**src/rtl/cpu_pkg.sv**
```systemverilog
// Shared types and select codes for the simple CPU controller.
//   op_t    : instruction opcodes (IR[15:12])
//   state_t : controller FSM states
//   ALU_*   : alu_s1/alu_s0 select codes
//   WSEL_*  : RF_s1/RF_s0 register-file write-mux select codes
package cpu_pkg;

  typedef enum logic [3:0] {
    OpLoad  = 4'h0,
    OpStore = 4'h1,
    OpAdd   = 4'h2,
    OpLoadc = 4'h3,
    OpSub   = 4'h4,
    OpJmpz  = 4'h5,
    OpAbs   = 4'h6,
    OpHalt  = 4'hF
  } op_t;

  typedef enum logic [3:0] {
    StInit,
    StFetch,
    StDecode,
    StLoad,
    StStore,
    StAdd,
    StLoadc,
    StSub,
    StJmpz,
    StAbs,
    StHalt
  } state_t;

  localparam logic [1:0] ALU_ADD  = 2'b00;
  localparam logic [1:0] ALU_SUB  = 2'b01;
  localparam logic [1:0] ALU_PASS = 2'b10;

  localparam logic [1:0] WSEL_ALU   = 2'b00;
  localparam logic [1:0] WSEL_DM    = 2'b01;
  localparam logic [1:0] WSEL_CONST = 2'b10;
  localparam logic [1:0] WSEL_ABS   = 2'b11;

endpackage

```
**src/rtl/pc_unit.sv**
```systemverilog
// Program counter register.
//   clk_i    : clock
//   rst_i    : synchronous active-high reset (PC <= 0)
//   clr_i    : clear PC to 0
//   inc_i    : PC <= PC + 1
//   load_i   : PC <= PC + sext(offset_i) - 1 (PC already points past the branch)
//   offset_i : 8-bit signed branch offset
//   pc_o     : current PC
// Priority: clear, then load, then increment. Arithmetic wraps modulo 2^PcW.
// PcW must be wider than 8.
module pc_unit #(
  parameter int unsigned PcW = 16
) (
  input  logic           clk_i,
  input  logic           rst_i,
  input  logic           clr_i,
  input  logic           inc_i,
  input  logic           load_i,
  input  logic [7:0]     offset_i,
  output logic [PcW-1:0] pc_o
);

  logic [PcW-1:0] pc_q, pc_d;
  logic [PcW-1:0] offset_ext;

  assign offset_ext = {{(PcW-8){offset_i[7]}}, offset_i};

  always_comb begin
    pc_d = pc_q;
    if (clr_i) begin
      pc_d = '0;
    end else if (load_i) begin
      pc_d = pc_q + offset_ext - PcW'(1);
    end else if (inc_i) begin
      pc_d = pc_q + PcW'(1);
    end
  end

  always_ff @(posedge clk_i) begin
    if (rst_i) begin
      pc_q <= '0;
    end else begin
      pc_q <= pc_d;
    end
  end

  assign pc_o = pc_q;

endmodule

```
**src/rtl/cpu_controller.sv**
```systemverilog
// Multi-cycle controller for the simple register-file/ALU CPU.
// Sequences FETCH -> DECODE -> execute for each 16-bit instruction and drives all datapath,
// instruction-memory and data-memory control lines as Moore outputs of state and IR.
//   clk, rst            : clock, synchronous active-high reset
//   I_data/I_addr/I_rd  : instruction memory read port (I_addr = PC)
//   D_addr/D_rd/D_wr    : data memory address and strobes
//   RF_W_data           : LOADC constant
//   RF_s1/RF_s0         : write-mux select (ALU, DM, constant, abs)
//   RF_*_addr, RF_*_rd/wr : register-file addresses and enables
//   alu_s1/alu_s0       : ALU select
//   RF_Rp_zero          : Rp_data == 0, used by JMPZ
//   halted, illegal     : HALT state; sticky undefined-opcode flag
// All outputs are forced to 0 while rst is high so a reset mid-execute suppresses writes.
module cpu_controller
  import cpu_pkg::*;
#(
  parameter int unsigned PC_W = 16
) (
  input  logic            clk,
  input  logic            rst,
  input  logic [15:0]     I_data,
  output logic [PC_W-1:0] I_addr,
  output logic            I_rd,
  output logic [7:0]      D_addr,
  output logic            D_rd,
  output logic            D_wr,
  output logic [7:0]      RF_W_data,
  output logic            RF_s1,
  output logic            RF_s0,
  output logic [3:0]      RF_W_addr,
  output logic [3:0]      RF_Rp_addr,
  output logic [3:0]      RF_Rq_addr,
  output logic            RF_W_wr,
  output logic            RF_Rp_rd,
  output logic            RF_Rq_rd,
  output logic            alu_s1,
  output logic            alu_s0,
  input  logic            RF_Rp_zero,
  output logic            halted,
  output logic            illegal
);

  state_t          state_q, state_d;
  logic [15:0]     ir_q, ir_d;
  logic            illegal_q, illegal_d;
  logic            pc_clr, pc_inc, pc_load;
  logic [PC_W-1:0] pc;
  logic [1:0]      wsel, alu_sel;

  logic [3:0] ir_op, ir_a, ir_b, ir_c;
  logic [7:0] ir_k;

  assign ir_op = ir_q[15:12];
  assign ir_a  = ir_q[11:8];
  assign ir_b  = ir_q[7:4];
  assign ir_c  = ir_q[3:0];
  assign ir_k  = ir_q[7:0];

  pc_unit #(
    .PcW(PC_W)
  ) u_pc (
    .clk_i   (clk),
    .rst_i   (rst),
    .clr_i   (pc_clr),
    .inc_i   (pc_inc),
    .load_i  (pc_load),
    .offset_i(ir_k),
    .pc_o    (pc)
  );

  // Next state, IR, sticky illegal flag and PC control.
  always_comb begin
    state_d   = state_q;
    ir_d      = ir_q;
    illegal_d = illegal_q;
    pc_clr    = 1'b0;
    pc_inc    = 1'b0;
    pc_load   = 1'b0;
    unique case (state_q)
      StInit: begin
        state_d = StFetch;
        ir_d    = '0;
        pc_clr  = 1'b1;
      end
      StFetch: begin
        ir_d    = I_data;
        pc_inc  = 1'b1;
        state_d = StDecode;
      end
      StDecode: begin
        case (ir_op)
          OpLoad:  state_d = StLoad;
          OpStore: state_d = StStore;
          OpAdd:   state_d = StAdd;
          OpLoadc: state_d = StLoadc;
          OpSub:   state_d = StSub;
          OpJmpz:  state_d = StJmpz;
          OpAbs:   state_d = StAbs;
          OpHalt:  state_d = StHalt;
          default: begin
            // Undefined opcode behaves as a two-cycle NOP.
            state_d   = StFetch;
            illegal_d = 1'b1;
          end
        endcase
      end
      StJmpz: begin
        pc_load = RF_Rp_zero;
        state_d = StFetch;
      end
      StHalt:  state_d = StHalt;
      default: state_d = StFetch;
    endcase
  end

  always_ff @(posedge clk) begin
    if (rst) begin
      state_q   <= StInit;
      ir_q      <= '0;
      illegal_q <= 1'b0;
    end else begin
      state_q   <= state_d;
      ir_q      <= ir_d;
      illegal_q <= illegal_d;
    end
  end

  // Moore-decoded outputs; everything not listed for a state stays 0.
  always_comb begin
    I_addr     = '0;
    I_rd       = 1'b0;
    D_addr     = '0;
    D_rd       = 1'b0;
    D_wr       = 1'b0;
    RF_W_data  = '0;
    wsel       = WSEL_ALU;
    RF_W_addr  = '0;
    RF_Rp_addr = '0;
    RF_Rq_addr = '0;
    RF_W_wr    = 1'b0;
    RF_Rp_rd   = 1'b0;
    RF_Rq_rd   = 1'b0;
    alu_sel    = ALU_ADD;
    halted     = 1'b0;
    if (!rst) begin
      if (state_q != StInit) begin
        I_addr = pc;
      end
      unique case (state_q)
        StFetch: I_rd = 1'b1;
        StLoad: begin
          D_addr    = ir_k;
          D_rd      = 1'b1;
          wsel      = WSEL_DM;
          RF_W_addr = ir_a;
          RF_W_wr   = 1'b1;
        end
        StStore: begin
          D_addr     = ir_k;
          D_wr       = 1'b1;
          RF_Rp_addr = ir_a;
          RF_Rp_rd   = 1'b1;
        end
        StAdd, StSub: begin
          RF_Rp_addr = ir_b;
          RF_Rq_addr = ir_c;
          RF_Rp_rd   = 1'b1;
          RF_Rq_rd   = 1'b1;
          alu_sel    = (state_q == StSub) ? ALU_SUB : ALU_ADD;
          wsel       = WSEL_ALU;
          RF_W_addr  = ir_a;
          RF_W_wr    = 1'b1;
        end
        StLoadc: begin
          RF_W_data = ir_k;
          wsel      = WSEL_CONST;
          RF_W_addr = ir_a;
          RF_W_wr   = 1'b1;
        end
        StAbs: begin
          RF_Rp_addr = ir_b;
          RF_Rp_rd   = 1'b1;
          wsel       = WSEL_ABS;
          RF_W_addr  = ir_a;
          RF_W_wr    = 1'b1;
        end
        StJmpz: begin
          RF_Rp_addr = ir_a;
          RF_Rp_rd   = 1'b1;
        end
        StHalt:  halted = 1'b1;
        default: ;
      endcase
    end
  end

  assign RF_s1   = wsel[1];
  assign RF_s0   = wsel[0];
  assign alu_s1  = alu_sel[1];
  assign alu_s0  = alu_sel[0];
  assign illegal = illegal_q & ~rst;

endmodule

```
**config.mk**
```make
export PLATFORM = sky130hd
export DESIGN_NAME = cpu_controller
export DESIGN_NICKNAME = d
export VERILOG_FILES = /design/src/rtl/cpu_pkg.sv /design/src/rtl/pc_unit.sv /design/src/rtl/cpu_controller.sv
export SDC_FILE = /design/constraint.sdc
export NUM_CORES = 1
export LEC_CHECK = 0
export ABC_AREA = 0
export CORE_ASPECT_RATIO = 0.75
export CORE_MARGIN = 5
export CORE_UTILIZATION = 35
export DETAILED_ROUTE_END_ITERATION = 8
export DONT_BUFFER_PORTS = 1
export HOLD_SLACK_MARGIN = 0.08
export PLACE_DENSITY = 0.52
export SETUP_SLACK_MARGIN = 0.02
export SLEW_MARGIN = 20
export SYNTH_ARGS = -nofsm -noshare
export SYNTH_HDL_FRONTEND = slang
export SYNTH_SLANG_ARGS = --single-unit
```
**constraint.sdc**
```tcl
create_clock -name clk -period 3.9 [get_ports clk]
set_input_delay 0.78 -clock clk [delete_from_list [all_inputs] [get_ports clk]]
set_output_delay 0.78 -clock clk [all_outputs]
set_load 0.02 [all_outputs]
```
==> flow_metrics.env <==
export IMPL_setup_viol=0
export IMPL_antenna_found_initial=0
export IMPL_synthXorXnorAreaFrac_pct=6.622
export IMPL_power_share_switching_pct=32.79
export IMPL_cts_setup_buffers=0
export IMPL_synth_avg_cell_area_um2=7.023
export IMPL_met1_usage_pct=23.24
export IMPL_synth_flop_cell="dfxtp_1"
export IMPL_ys_seq_elements=37
export IMPL_p_per_area_nw_per_um2=354.7
export IMPL_cts_resized=0
export IMPL_final_cell_area_um2=3391
export IMPL_synthMuxAreaShare_pct=0.3547
export IMPL_worstPathArrival_ps=2500
export IMPL_synth_simple_area_share_pct=25.86
export IMPL_maxSlewViolCount=0
export IMPL_syn_inst=452
export IMPL_final_util_pct=37.96
export IMPL_ctsHoldBuffers=0
export IMPL_finalCriticalPeriod_ps=3284
export IMPL_cts_buffers=5
export IMPL_finalPower_mw=1.203
export IMPL_critPathCaptureType="output port"
export IMPL_detail_route_antenna_nets=0
export IMPL_die_h_um=92.48
export IMPL_min_period_over_period_pct=84.19
export IMPL_n_antenna_cell=0
export IMPL_drtIter0Drc=238
export IMPL_power_switching_uw=394.4
export IMPL_cts_htree_levels=2
export IMPL_hold_viol=0
export IMPL_synth_compound_area_share_pct=21.36
export IMPL_clock_fmax_mhz=304.5
export IMPL_peakVddDrop_uv=135.5
export IMPL_synth_fa_ha_area_share_pct=12.46
export IMPL_grt_pass1_wl_um=14140
export IMPL_hold_class="reg -> reg"
export IMPL_yosysSeqAreaShare_pct=23.33
export IMPL_remaining_drc_errors=0
export IMPL_power_frac_clock_pct=35.8
export IMPL_syn_nets=502
export IMPL_root_buffer="clkbuf_16"
export IMPL_dieWidth_um=120.0
export IMPL_grt_use_met3_pct=3.358
export IMPL_synth_edf_count=0
export IMPL_die_area_um2=11090
export IMPL_required_ps=3120
export IMPL_areaGrowthSynthToFinish_pct=6.819
export IMPL_num_rows=30
export IMPL_firstDrtPassIters=4
export IMPL_grtUsageTotal_pct=15.63
export IMPL_rsz0062_at_grt="no"
export IMPL_ys_async_sr_fraction_pct=0
export IMPL_syn_area_um2=3174
export IMPL_cts_buffer_depth=2
export IMPL_start_util_pct=35.53
export IMPL_postPlaceCellArea_um2=3233
export IMPL_insertion_delay_ps=280
export IMPL_vias=2935
export IMPL_setup_tns_ps=0
export IMPL_combPwrFrac_pct=29.5
export IMPL_synth_top_family_by_area="simple AND/OR/NAND/NOR gates"
export IMPL_cp_start_kind="flip-flop"
export IMPL_wl_per_cell_um=15.66
export IMPL_p_int_uw=808.3
export IMPL_wl_um=8627
export IMPL_max_cap_violations=0
export IMPL_busiest_layer="met1"
export IMPL_gp_congestion=0.8163
export IMPL_grt_max_degree=44
export IMPL_use_met2_pct=22.95
export IMPL_clock_sink_count=37
export IMPL_fin_cells=551
export IMPL_drive_gt1_share_pct=3.645
export IMPL_placedCellCount=543
export IMPL_clk_pin_slew_worst_paths_ps=60
export IMPL_io_buffers=0
export IMPL_synth_warnings=0
export IMPL_skew_ps=4.975
export IMPL_r2r_cells=13
export IMPL_crit_path_max_fanout=18
export IMPL_slew_headroom_pct=33.37
export IMPL_hold_depth=2
export IMPL_nets=488
export IMPL_leakagePower_nw=1.322
export IMPL_status="complete, no violations"
export IMPL_vias_per_cell=5.327
export IMPL_grt_overflow=0
export IMPL_place_hpwl_um=6579
export IMPL_first_global_vias=2675
export IMPL_ys_types=50
export IMPL_io_pins=75
export IMPL_critPathKind="reg -> out"
export IMPL_power_frac_seq_pct=34.7
export IMPL_core_area_um2=8934
export IMPL_cts_tree="yes"
export IMPL_tightest_slew_ps=985.6
## cell usage after synthesis (2+ instances only)
cell,n,area share [%]
and2_1,5,0.99
nor4_1,3,0.59
nand4_1,4,0.79
dfxtp_1,37,23
nor2b_1,4,0.79
nand2b_1,17,3.4
nand2_1,25,3.0
o22ai_1,6,1.2
nor3b_1,3,0.71
o211ai_1,2,0.47
a211oi_1,4,0.95
or3_1,4,0.79
xor2_1,7,1.9
nor2_1,80,9.5
a21o_1,6,1.4
clkbuf_1,16,1.9
a31oi_1,2,0.39
xnor2_1,17,4.7
a21oi_1,30,4.7
o21bai_1,6,1.4
inv_1,60,7.1
and3_1,2,0.39
ha_1,30,12
o21ai_0,17,2.7
o21ai_1,2,0.32
or2_2,2,0.39
o21a_1,2,0.47
buf_1,3,0.35
nand3_1,10,1.6
nor3_1,8,1.3
buf_2,2,0.32
o221ai_1,3,0.83
a22oi_1,16,3.8
## power by group through the flow
stage	Combinational, mW	Sequential, mW	Clock [mW]
5_1_grt	0.401	0.421	0.457
6_report	0.355	0.417	0.431
2_1_floorplan	0.298	0.413	0
3_5_place_dp	0.351	0.425	0
3_3_place_gp	0.355	0.424	0
4_1_cts	0.354	0.417	0.438
## layout make-up
cell class	instances	area [um^2]
multi-input cells	333	2120
well taps	112	140.1
clock inverters	1	5.005
flip-flops and latches	37	740.7
repair buffers	1	7.507
fillers	968	5543
clock buffers	7	152.6
inverters	60	225.2
## kinds of logic after synthesis
| kind of cell | count (synthesis) |
|---|---|
| multiplexers | 1 |
| other | 1 |
| flip-flops | 37 |
| buffers and inverters | 82 |
| AND/OR/NAND/NOR | 172 |
| XOR/XNOR | 24 |
| AO/OA/AOI/OAI | 104 |
| adder cells (fa/ha/maj) | 31 |
## registers in the layout, indices dropped and copies added (netlist names)
name,flops
state_q,4
u_pc.pc_o,16
illegal_q,1
ir_q,16
## worst max-delay path, cell delays in order, from the launching register on
cell     delay [ps]
dfxtp_1         730
nand2_1         240
or2_2           360
a21oi_1         550
and2_1          350
## final timing paths
kind	start	end	slack, ps
max	state_q[3]$_SDFF_PP0_	RF_W_addr[1]	620
min	ir_q[0]$_SDFFE_PP0P_	ir_q[0]$_SDFFE_PP0P_	530
max reg2reg	u_pc.pc_o[1]$_SDFFE_PP0P_	u_pc.pc_o[15]$_SDFFE_PP0P_	780
min reg2reg	ir_q[0]$_SDFFE_PP0P_	ir_q[0]$_SDFFE_PP0P_	530
## cells in the final DEF (no fill, tap or decap), types with 2 or more instances in the layout
cell       instances
a22oi_1           16
and3_1             2
a21o_1             6
nand3_1           10
o21a_1             2
and2_1             5
nor2b_1            4
or2_2              2
xnor2_1           17
xor2_1             7
nor4_1             3
o21ai_1            2
o221ai_1           3
nand4_1            4
nor3_1             8
nand2_1           25
o22ai_1            6
or3_1              4
o21ai_0           17
nor3b_1            3
a21oi_1           30
o21bai_1           6
clkbuf_16          5
clkbuf_8           2
o211ai_1           2
nor2_1            80
dfxtp_1           37
ha_1              30
a31oi_1            2
nand2b_1          17
a211oi_1           4
inv_1             60
## per-stage QoR
step	setup slack [ps]	hold slack (ps)
detailed placement	818.3	514.4
global route	483.1	555.4
finish	616.5	525.9
CTS	660.0	529.0
floorplan	1150	479.2
global placement	929.4	502.4
## routing by layer
metal,routed length [um],up-vias
li1,-,1494
met1,4504,1374
met2,3692,57
met3,344,10
met4,85,0
met5,0,-
Note: power is estimated with default switching activity, not from simulation.
